==> src/rtl/alu_pkg.sv <==
// alu_pkg: shared definitions for the RV32M multiply/divide sequencer.
//   - ALU opcodes understood by the shared 32-bit ALU (ADD, SUB, SLTU)
//   - MDU operation codes as presented on the sequencer 'op' port
//   - sequencer state encoding
//   - two's-complement negate helper used for signed divide fix-ups
package alu_pkg;

  localparam logic [4:0] ALU_ADD  = 5'b00000;
  localparam logic [4:0] ALU_SUB  = 5'b00001;
  localparam logic [4:0] ALU_SLTU = 5'b00111;

  localparam logic [2:0] OP_MUL   = 3'd0;
  localparam logic [2:0] OP_MULHU = 3'd1;
  localparam logic [2:0] OP_DIVU  = 3'd2;
  localparam logic [2:0] OP_REMU  = 3'd3;
  localparam logic [2:0] OP_DIV   = 3'd4;
  localparam logic [2:0] OP_REM   = 3'd5;

  typedef enum logic [2:0] {
    ST_IDLE      = 3'd0,
    ST_MUL_STEP  = 3'd1,
    ST_DIV_SHIFT = 3'd2,
    ST_DIV_CMP   = 3'd3,
    ST_DIV_SUB   = 3'd4,
    ST_FIN       = 3'd5
  } state_e;

  // Two's-complement negate (0 - x).
  function automatic logic [31:0] neg32(input logic [31:0] x);
    return (~x) + 32'd1;
  endfunction

endpackage

==> src/rtl/alu_muldiv_seq.sv <==
// alu_muldiv_seq: multi-cycle RV32M MUL/MULHU/DIV/DIVU/REM/REMU sequencer.
// It borrows the shared ALU through alu_req/alu_gnt; each iteration issues at
// most one ALU operation (ADD for shift-add multiply, SLTU/SUB for restoring
// divide). A withheld grant freezes the sequencer with stable ALU operands.
//
// Ports:
//   clk, rst_n        clock, asynchronous active-low reset
//   start, op         request and operation (0 MUL,1 MULHU,2 DIVU,3 REMU,
//                     4 DIV,5 REM; 6/7 behave as MUL), sampled in IDLE only
//   src_a, src_b      multiplicand/dividend, multiplier/divisor
//   flush             abort current op (no done); wins over start
//   busy, done        busy from accept+1 through the done cycle; done pulse
//   result            op result, held between operations
//   alu_req, alu_gnt  shared ALU request / same-cycle grant
//   alu_aluc/a/b      ALU opcode and operands (ADD/0/0 when not requesting)
//   alu_result        combinational ALU output
module alu_muldiv_seq
  import alu_pkg::*;
#(
  parameter int XLEN  = 32,
  parameter int CNT_W = 6
) (
  input  logic            clk,
  input  logic            rst_n,
  input  logic            start,
  input  logic [2:0]      op,
  input  logic [XLEN-1:0] src_a,
  input  logic [XLEN-1:0] src_b,
  input  logic            flush,
  output logic            busy,
  output logic            done,
  output logic [XLEN-1:0] result,
  output logic            alu_req,
  input  logic            alu_gnt,
  output logic [4:0]      alu_aluc,
  output logic [XLEN-1:0] alu_a,
  output logic [XLEN-1:0] alu_b,
  input  logic [XLEN-1:0] alu_result
);

  // hi_r/lo_r are the 64-bit product during multiply; during divide hi_r is
  // the partial remainder and lo_r the dividend shifting into the quotient.
  state_e             state_r;
  logic [2:0]         op_r;
  logic [CNT_W-1:0]   cnt_r;
  logic [XLEN-1:0]    hi_r;
  logic [XLEN-1:0]    lo_r;
  logic [XLEN-1:0]    opb_r;
  logic               neg_q_r;
  logic               neg_r_r;

  logic [2:0]         op_norm_s;
  logic               op_is_div_s;
  logic               a_neg_s;
  logic               b_neg_s;
  logic [XLEN-1:0]    abs_a_s;
  logic [XLEN-1:0]    abs_b_s;
  logic               carry_s;
  logic               last_bit_s;
  logic [XLEN-1:0]    fin_result_s;

  // Decode the incoming request and form operand magnitudes for signed divide.
  always_comb begin
    op_norm_s   = op;
    op_is_div_s = 1'b0;
    a_neg_s     = 1'b0;
    b_neg_s     = 1'b0;
    if (op > OP_REM) begin
      op_norm_s = OP_MUL;
    end else begin
      op_norm_s = op;
    end
    if ((op_norm_s == OP_DIVU) || (op_norm_s == OP_REMU) ||
        (op_norm_s == OP_DIV)  || (op_norm_s == OP_REM)) begin
      op_is_div_s = 1'b1;
    end else begin
      op_is_div_s = 1'b0;
    end
    if ((op_norm_s == OP_DIV) || (op_norm_s == OP_REM)) begin
      a_neg_s = src_a[XLEN-1];
      b_neg_s = src_b[XLEN-1];
    end else begin
      a_neg_s = 1'b0;
      b_neg_s = 1'b0;
    end
    abs_a_s = a_neg_s ? neg32(src_a) : src_a;
    abs_b_s = b_neg_s ? neg32(src_b) : src_b;
  end

  // Iteration helpers: add carry-out recovered from the wrapped sum, last bit.
  always_comb begin
    carry_s    = (alu_result < hi_r);
    last_bit_s = (cnt_r == CNT_W'(XLEN - 1));
  end

  // Final result selection with signed divide/remainder fix-up.
  always_comb begin
    fin_result_s = lo_r;
    case (op_r)
      OP_MUL:   fin_result_s = lo_r;
      OP_MULHU: fin_result_s = hi_r;
      OP_DIVU:  fin_result_s = lo_r;
      OP_REMU:  fin_result_s = hi_r;
      OP_DIV:   fin_result_s = neg_q_r ? neg32(lo_r) : lo_r;
      OP_REM:   fin_result_s = neg_r_r ? neg32(hi_r) : hi_r;
      default:  fin_result_s = lo_r;
    endcase
  end

  // Sequencer state and datapath registers.
  always_ff @(posedge clk or negedge rst_n) begin
    if (!rst_n) begin
      state_r <= ST_IDLE;
      op_r    <= OP_MUL;
      cnt_r   <= '0;
      hi_r    <= '0;
      lo_r    <= '0;
      opb_r   <= '0;
      neg_q_r <= 1'b0;
      neg_r_r <= 1'b0;
      busy    <= 1'b0;
      done    <= 1'b0;
      result  <= '0;
    end else begin
      done <= 1'b0;
      if (flush) begin
        state_r <= ST_IDLE;
        busy    <= 1'b0;
      end else begin
        case (state_r)
          ST_IDLE: begin
            busy <= start;
            if (start) begin
              op_r  <= op_norm_s;
              cnt_r <= '0;
              if (op_is_div_s) begin
                if (src_b == '0) begin
                  // Divide by zero: q = all ones, r = original dividend.
                  lo_r    <= '1;
                  hi_r    <= src_a;
                  opb_r   <= '0;
                  neg_q_r <= 1'b0;
                  neg_r_r <= 1'b0;
                  state_r <= ST_FIN;
                end else begin
                  lo_r    <= abs_a_s;
                  hi_r    <= '0;
                  opb_r   <= abs_b_s;
                  neg_q_r <= a_neg_s ^ b_neg_s;
                  neg_r_r <= a_neg_s;
                  state_r <= ST_DIV_SHIFT;
                end
              end else begin
                lo_r    <= src_b;
                hi_r    <= '0;
                opb_r   <= src_a;
                neg_q_r <= 1'b0;
                neg_r_r <= 1'b0;
                state_r <= ST_MUL_STEP;
              end
            end else begin
              state_r <= ST_IDLE;
            end
          end
          ST_MUL_STEP: begin
            if (lo_r[0] && !alu_gnt) begin
              state_r <= ST_MUL_STEP;
            end else begin
              if (lo_r[0]) begin
                hi_r <= {carry_s, alu_result[XLEN-1:1]};
                lo_r <= {alu_result[0], lo_r[XLEN-1:1]};
              end else begin
                hi_r <= {1'b0, hi_r[XLEN-1:1]};
                lo_r <= {hi_r[0], lo_r[XLEN-1:1]};
              end
              cnt_r   <= cnt_r + CNT_W'(1);
              state_r <= last_bit_s ? ST_FIN : ST_MUL_STEP;
            end
          end
          ST_DIV_SHIFT: begin
            // The bit shifted out of the remainder is the 33rd bit; when set
            // the remainder certainly exceeds the divisor, so skip compare.
            hi_r    <= {hi_r[XLEN-2:0], lo_r[XLEN-1]};
            lo_r    <= {lo_r[XLEN-2:0], 1'b0};
            state_r <= hi_r[XLEN-1] ? ST_DIV_SUB : ST_DIV_CMP;
          end
          ST_DIV_CMP: begin
            if (alu_gnt) begin
              if (alu_result[0]) begin
                cnt_r   <= cnt_r + CNT_W'(1);
                state_r <= last_bit_s ? ST_FIN : ST_DIV_SHIFT;
              end else begin
                state_r <= ST_DIV_SUB;
              end
            end else begin
              state_r <= ST_DIV_CMP;
            end
          end
          ST_DIV_SUB: begin
            if (alu_gnt) begin
              hi_r    <= alu_result;
              lo_r[0] <= 1'b1;
              cnt_r   <= cnt_r + CNT_W'(1);
              state_r <= last_bit_s ? ST_FIN : ST_DIV_SHIFT;
            end else begin
              state_r <= ST_DIV_SUB;
            end
          end
          ST_FIN: begin
            result  <= fin_result_s;
            done    <= 1'b1;
            state_r <= ST_IDLE;
          end
          default: begin
            state_r <= ST_IDLE;
            busy    <= 1'b0;
          end
        endcase
      end
    end
  end

  // Shared-ALU request and operands; flush drops the request in the same cycle.
  always_comb begin
    alu_req  = 1'b0;
    alu_aluc = ALU_ADD;
    alu_a    = '0;
    alu_b    = '0;
    if (!flush) begin
      case (state_r)
        ST_MUL_STEP: begin
          if (lo_r[0]) begin
            alu_req  = 1'b1;
            alu_aluc = ALU_ADD;
            alu_a    = hi_r;
            alu_b    = opb_r;
          end else begin
            alu_req  = 1'b0;
          end
        end
        ST_DIV_CMP: begin
          alu_req  = 1'b1;
          alu_aluc = ALU_SLTU;
          alu_a    = hi_r;
          alu_b    = opb_r;
        end
        ST_DIV_SUB: begin
          alu_req  = 1'b1;
          alu_aluc = ALU_SUB;
          alu_a    = hi_r;
          alu_b    = opb_r;
        end
        default: begin
          alu_req  = 1'b0;
        end
      endcase
    end else begin
      alu_req = 1'b0;
    end
  end

endmodule

==> config.mk <==
export PLATFORM = sky130hd
export DESIGN_NAME = alu_muldiv_seq
export DESIGN_NICKNAME = d
export VERILOG_FILES = /design/src/rtl/alu_pkg.sv /design/src/rtl/alu_muldiv_seq.sv
export SDC_FILE = /design/constraint.sdc
export NUM_CORES = 1
export LEC_CHECK = 0
export CAP_MARGIN = 20
export CORE_UTILIZATION = 56
export DETAILED_ROUTE_END_ITERATION = 12
export GPL_ROUTABILITY_DRIVEN = 0
export PLACE_DENSITY_LB_ADDON = 0.12
export RECOVER_POWER = 100
export SLEW_MARGIN = 10
export SYNTH_ARGS = -nofsm -noshare
export SYNTH_HDL_FRONTEND = slang
export SYNTH_SLANG_ARGS = --single-unit
==> constraint.sdc <==
create_clock -name clk -period 3.1 [get_ports clk]
set_clock_uncertainty 0.1 [all_clocks]
set_input_delay 0.62 -clock clk [delete_from_list [all_inputs] [get_ports clk]]
set_output_delay 0.62 -clock clk [all_outputs]
set_load 0.005 [all_outputs]
# Word level (Yosys, flattened, before mapping)

Cells that the tools add are included.

Bits in registers: 144
Input port bits: 104
Output and inout port bits: 104
Logic and storage cells: 127

Add/subtract/negate cells: 5
Magnitude comparators: 2
Eq/ne operators: 20
Mux-type cells: 63
Bitwise gates (word level): 6
Reduce and logical (&&, ||, !) cells: 19

Operators by type and width:

| operator                                      | count |
|---|---|
| 2-to-1 mux 32 bit                             | 21 |
| adder 32 x 1 -> 32 bit, second input constant | 4 |
| NOT 32 bit                                    | 4 |
| one-hot mux 32 bit (2 select lines)           | 2 |
| one-hot mux 32 bit (4 select lines)           | 1 |
| one-hot mux 32 bit (3 select lines)           | 1 |
| one-hot mux 31 bit (3 select lines)           | 1 |
| 2-to-1 mux 3 bit                              | 13 |
| logical NOT 32 bit                            | 1 |
| less-than comparator 32 bit                   | 1 |
| 2-to-1 mux 6 bit                              | 5 |
| one-hot mux 6 bit (4 select lines)            | 1 |
| == test 3 bit, second input constant          | 6 |
| == test 3 x 2 -> 1 bit, second input constant | 5 |
| one-hot mux 3 bit (5 select lines)            | 1 |
| 2-to-1 mux 1 bit                              | 13 |
| != test 2 bit, second input constant          | 5 |
| nonzero test 4 bit                            | 2 |
| AND reduction 7 bit                           | 1 |
| adder 6 x 1 -> 6 bit, second input constant   | 1 |
| == test 3 x 1 -> 1 bit, second input constant | 2 |
| == test 6 x 5 -> 1 bit, second input constant | 1 |
| one-hot mux 3 bit (2 select lines)            | 1 |
| AND reduction 5 bit                           | 1 |
| other kinds (16)                              | 21 |

# Logic depth before layout (Yosys ltp)

Gate-level depths: netlist (run 1).

Depth after elaboration: 11
Depth in mapped cells: 10
Mapped depth without buffers: 8

# Least setup slack after synthesis (run 1)

No wires, ideal clock.

Path type: input to register
From: in src_b[20]
To: reg opb_r[27]
Library setup time: 131 ps
Data arrival time: 2408 ps
Required time: 2869 ps
Path slack: 461 ps
Stages: 6
Buffers on the path: 0
Cell sequence: or4_2 or4_4 o41ai_2 xnor2_1 mux2i_1 o21ai_1

Word-level cells in the longest chain between the ends: 5
Elaborated cells between the ends (all ways): 6
Classes of those cells: 1 x add/sub; 3 x mux; 1 x bitwise; 1 x reduce/logical

Ends and longest elaborated chain:

| element                | RTL line              | RTL |
|---|---|---|
| start: declaration     | alu_muldiv_seq.sv:28  | `input logic [XLEN-1:0] src_b,` |
| NOT 32 bit             | alu_pkg.sv:30         | `return (~x) + 32'd1;` |
| adder 32 x 1 -> 32 bit | alu_pkg.sv:30         |  |
| 2-to-1 mux 32 bit      | alu_muldiv_seq.sv:87  | `abs_b_s = b_neg_s ? neg32(src_b) : src_b;` |
| 2-to-1 mux 32 bit (*)  | alu_muldiv_seq.sv:137 | `if (src_b == '0) begin` |
| 2-to-1 mux 32 bit (*)  | alu_muldiv_seq.sv:136 | `if (op_is_div_s) begin` |
| end signal: assignment | alu_muldiv_seq.sv:148 | `opb_r <= abs_b_s;` |
| end signal: assignment | alu_muldiv_seq.sv:156 | `opb_r <= src_a;` |
| end: declaration       | alu_muldiv_seq.sv:48  | `logic [XLEN-1:0] opb_r;` |

Mark *: on every way between the ends. The rest lies on a longest branch, timed or not.
A chain may end at the register's enable or synchronous reset.

# Worst setup path in the final report (run 1)

From: reg state_r[0]
To: out alu_a[4]

Word-level cells in the longest chain between the ends: 4
Elaborated cells between the ends (all ways): 6
Classes of those cells: 3 x eq/ne; 2 x mux; 1 x reduce/logical

Ends and longest elaborated chain:

| element                                                 | RTL line              | RTL |
|---|---|---|
| start: declaration                                      | alu_muldiv_seq.sv:43  | `state_e state_r;` |
| start signal: assignment                                | alu_muldiv_seq.sv:177 | `state_r <= last_bit_s ? ST_FIN : ST_MUL_STEP;` |
| start signal: assignment                                | alu_muldiv_seq.sv:185 | `state_r <= hi_r[XLEN-1] ? ST_DIV_SUB : ST_DIV_CMP;` |
| start signal: assignment                                | alu_muldiv_seq.sv:191 | `state_r <= last_bit_s ? ST_FIN : ST_DIV_SHIFT;` |
| == test 3 bit or == test 3 x 2 -> 1 bit (tied branches) | alu_muldiv_seq.sv:230 | `case (state_r)` |
| OR reduction 2 bit (no source line)                     | n/a                   |  |
| one-hot mux 32 bit (2 select lines) (*)                 | alu_muldiv_seq.sv:230 |  |
| 2-to-1 mux 32 bit (*)                                   | alu_muldiv_seq.sv:229 | `if (!flush) begin` |
| end: declaration                                        | alu_muldiv_seq.sv:36  | `output logic [XLEN-1:0] alu_a,` |

Marks and branches as above.

==> flow_summary_export.csv, run 1 <==
group,metric,value,unit
synth,netlist_area,0.0129,mm²
cts,clkLatencyLatePin,450,ps
timing,period_needed,3040,ps
timing,fmax,328,MHz
critical_path,end_kind,"output pin",
synth,ys_types,78,
routing,drtIter0Drc,2293,
critical_path,timing.reg2reg.setup_slack,80,ps
synth,syn_inst,1662,
critical_path,r2r_end,"result[26]",
cts,holdBufCountCts,0,
synth,synth_seq_area_share,0.280,
routing,num_vias,15600,
place,hpwlAfterDp,39.5,mm
synth,yosysWarnings,0,
synth,ys_seq_elements,144,
synth,ys.flop_type,"dfrtp_1",
floorplanning,die_x,154,µm
routing,ant_nets,0,
outcome,violations,"max-capacitance violations, max-slew violations",
cts,clock-root-buffer,"clkbuf_16",
timing,worst_slack,55.5,ps
routing,wire_per_inst,24.5,µm
final_layout,nets,2058,
floorplanning,row_count,55,
critical_path,r2r_start,"hi_r[11]",
run,drv_cap,1,
power,ir_drop,0.000410,V
power,p_leak,0.00687,µW
cts,h-tree-depth,4,
critical_path,cp_max_fo,33,
timing,setup_viol,0,
cts,tritoncts,"built",
cts,cts_buffers,17,
cts,cts.clk_slew.worst_paths,70,ps
critical_path,ff2ff_path_depth,8,
timing,fin_crit_sh,0.982,
floorplanning,coreArea,0.0226,mm²
floorplanning,dieHeight,154,µm
power,powerDensity,782,mW/mm²
critical_path,crit_required,2380,ps
routing,firstDrtPassIters,9,
global_routing,antenna_found_initial,1,
synth,synth.area.top_cells,"dfrtp_1 28%, xnor2_1 4.7%, nand2_1 4.5%",
global_routing,grt_max_degree,69,
critical_path,setup.worst_path.start,"state_r[0]",
cts,cts_buffer_depth,2,
synth,synth_edf_count,0,
worst_hold_path,hold_path.class,"flip-flop to flip-flop",
outcome,status,"finished with violations",
routing,vias_per_cell,7.03,
timing,tightest_slew,1540,ps
timing,drv_slew,54,
synth,yosysTopAreaCellShare,0.280,
critical_path,cp_data_arrival_time,2320,ps
timing,setup_tns,0,ps
final_layout,syn_to_final_growth,30.4,%
synth,async_flop_share,1.00,
synth,synth_top_area_cell,"dfrtp_1",
global_routing,grt_pass1_wl,82.5,mm
critical_path,cp-endpoint,"alu_a[4]",
floorplanning,io_pins,208,
critical_path,crit_type,"flip-flop to output pin",
global_routing,grt-ovfl-total,0,
critical_path,cp-start-kind,"flip-flop",
global_routing,grt_usage,0.453,
synth,synth_area_per_cell,7.75,µm²
place,dpl_worst_slack,-146,ps
routing,post-route-drc-count,0,
routing,wirelength,54.2,mm
cts,cts_num_sinks,144,
floorplanning,die-area,0.0236,mm²
global_routing,first_global_vias,14700,
final_layout,final_layout_size_suffix_gt1_frac,0.136,
place,io_buffers,205,
floorplanning,initial_core_util,0.571,
timing,slew_headroom,-0.0294,
timing,hold_violations,0,
==> where the power goes <==
group | internal [µW] | total (µW) | switching (µW)
clock | 1080 | 2150 | 1060
sequential | 2670 | 3860 | 1190
combinational | 2860 | 7130 | 4270
total | 6620 | 13100 | 6520
==> metal layers <==
metal	GRT usage	part of all wire	vias up
met5	0	0.00015	-
met4	0.306	0.080	2
met3	0.131	0.15	340
met2	0.667	0.41	1354
met1	0.576	0.36	7191
li1	-	-	6678
==> layout by cell type, fill, tap and decap left out, types with 15 or more instances in the layout <==
master | synthesis | final
o31ai_1 | 54 | 54
o22ai_1 | 54 | 54
o221ai_1 | 21 | 21
ha_1 | 40 | 40
xnor2_1 | 69 | 69
a221oi_1 | 25 | 25
dfrtp_1 | 144 | 140
inv_1 | 60 | 60
nor4_1 | 15 | 15
a31oi_1 | 20 | 20
nand2_1 | 155 | 154
nor2_1 | 128 | 126
and2_1 | 69 | 68
xor2_1 | 18 | 18
o41ai_1 | 25 | 25
clkdlybuf4s50_1 | 0 | 170
a21oi_1 | 115 | 114
nand4_1 | 17 | 17
mux2i_1 | 55 | 55
nor3_1 | 38 | 38
dlygate4sd3_1 | 0 | 34
a22oi_1 | 54 | 54
o21ai_0 | 103 | 101
clkbuf_16 | 0 | 18
or3_1 | 15 | 15
buf_4 | 4 | 167
nand3_1 | 33 | 33
==> through the flow <==
step           area [µm²]  power [µW]  cells  utilization  hold WS (ps)
5_1_grt             16800       13700   2212        0.744           409
6_report            16800       13100   2213        0.744           377
3_3_place_gp        16200       10400   2174        0.717           359
3_5_place_dp        16200       10600   2174        0.717           361
4_1_cts             16800       12800   2206        0.744          65.3
2_1_floorplan       12900        7560   1663            -           224
==> cells in the mapped netlist (4+ instances only) <==
cell      instances
a211oi_1         10
a21o_1            9
a21oi_1         115
a221o_1           6
a221oi_1         25
a22oi_1          54
a311oi_1          9
a31oi_1          20
a41o_1            4
a41oi_1           4
and2_1           69
buf_1            15
buf_2            11
buf_4             4
clkbuf_1        127
dfrtp_1         144
ha_1             40
inv_1            60
mux2i_1          55
nand2_1         155
nand2b_1         14
nand3_1          33
nand3b_1          5
nand4_1          17
nand4b_1          5
nor2_1          128
nor2b_1          11
nor3_1           38
nor3_2            5
nor4_1           15
o211ai_1         14
o21a_1            6
o21ai_0         103
o221ai_1         21
o22ai_1          54
o31ai_1          54
o41ai_1          25
or2_2             8
or3_1            15
or4_1             6
xnor2_1          69
xor2_1           18
==> critical path: stages, from the launching register on <==
cell             delay (ps)
dfrtp_2                 400
nor2b_1                 180
o21ai_1                 130
a21oi_4                 160
buf_12                  140
buf_12                  160
and2_1                  180
clkdlybuf4s50_1         520
==> worst min path at each step <==
stage | from | cells past startpoint | endpoint | slack, ps
after detailed placement | opb_r[23] | 2 | opb_r[23] | 360
after global routing | opb_r[14] | 2 | opb_r[14] | 410
after CTS | rst_n | 1 | result[19] | 70
final | opb_r[29] | 2 | opb_r[29] | 380
after floorplan | rst_n | 0 | busy | 220
after global placement | result[17] | 1 | result[17] | 360
==> flip-flops by register name, indices dropped and copies added (netlist names) <==
name,flops
result,32
hi_r,32
op_r,3
cnt_r,6
busy,1
neg_r_r,1
lo_r,32
opb_r,32
neg_q_r,1
done,1
state_r,3
==> final cells by class <==
| class | count | area (µm²) |
|---|---|---|
| fillers | 1719 | 5770 |
| inverters | 60 | 225 |
| well taps | 285 | 357 |
| clock buffers | 17 | 425 |
| multi-input cells | 1299 | 8440 |
| diodes | 1 | 2.50 |
| flip-flops and latches | 144 | 3610 |
| repair buffers | 392 | 3570 |
| clock inverters | 15 | 173 |
==> cells by family after synthesis <==
group,count (synthesis),synth area share
compound gates,568,0.298
xor+xnor,87,0.0591
fa+ha+maj,40,0.0388
buf+inv,220,0.0671
flops,144,0.280
mux,57,0.0445
other cells,1,0.000291
simple gates,545,0.213
==> timing repair <==
action | in CTS | in global routing
setup buffers | 0 | 5
endpoints found under the setup margin | 32 | 64
gates cloned | 0 | 1
resized for setup | 1 | 3
pin swaps | 0 | 1
Note: power is estimated with default switching activity, not from simulation.
==> run 2: changes to the inputs <==
--- a/config.mk
+++ b/config.mk
@@ -15,3 +15,4 @@
 export SYNTH_ARGS = -nofsm -noshare
 export SYNTH_HDL_FRONTEND = slang
 export SYNTH_SLANG_ARGS = --single-unit
+export TNS_END_PERCENT = 100
==> results of run 2 <==
The final DEF is identical to that of run 1; final timing and power are the same.
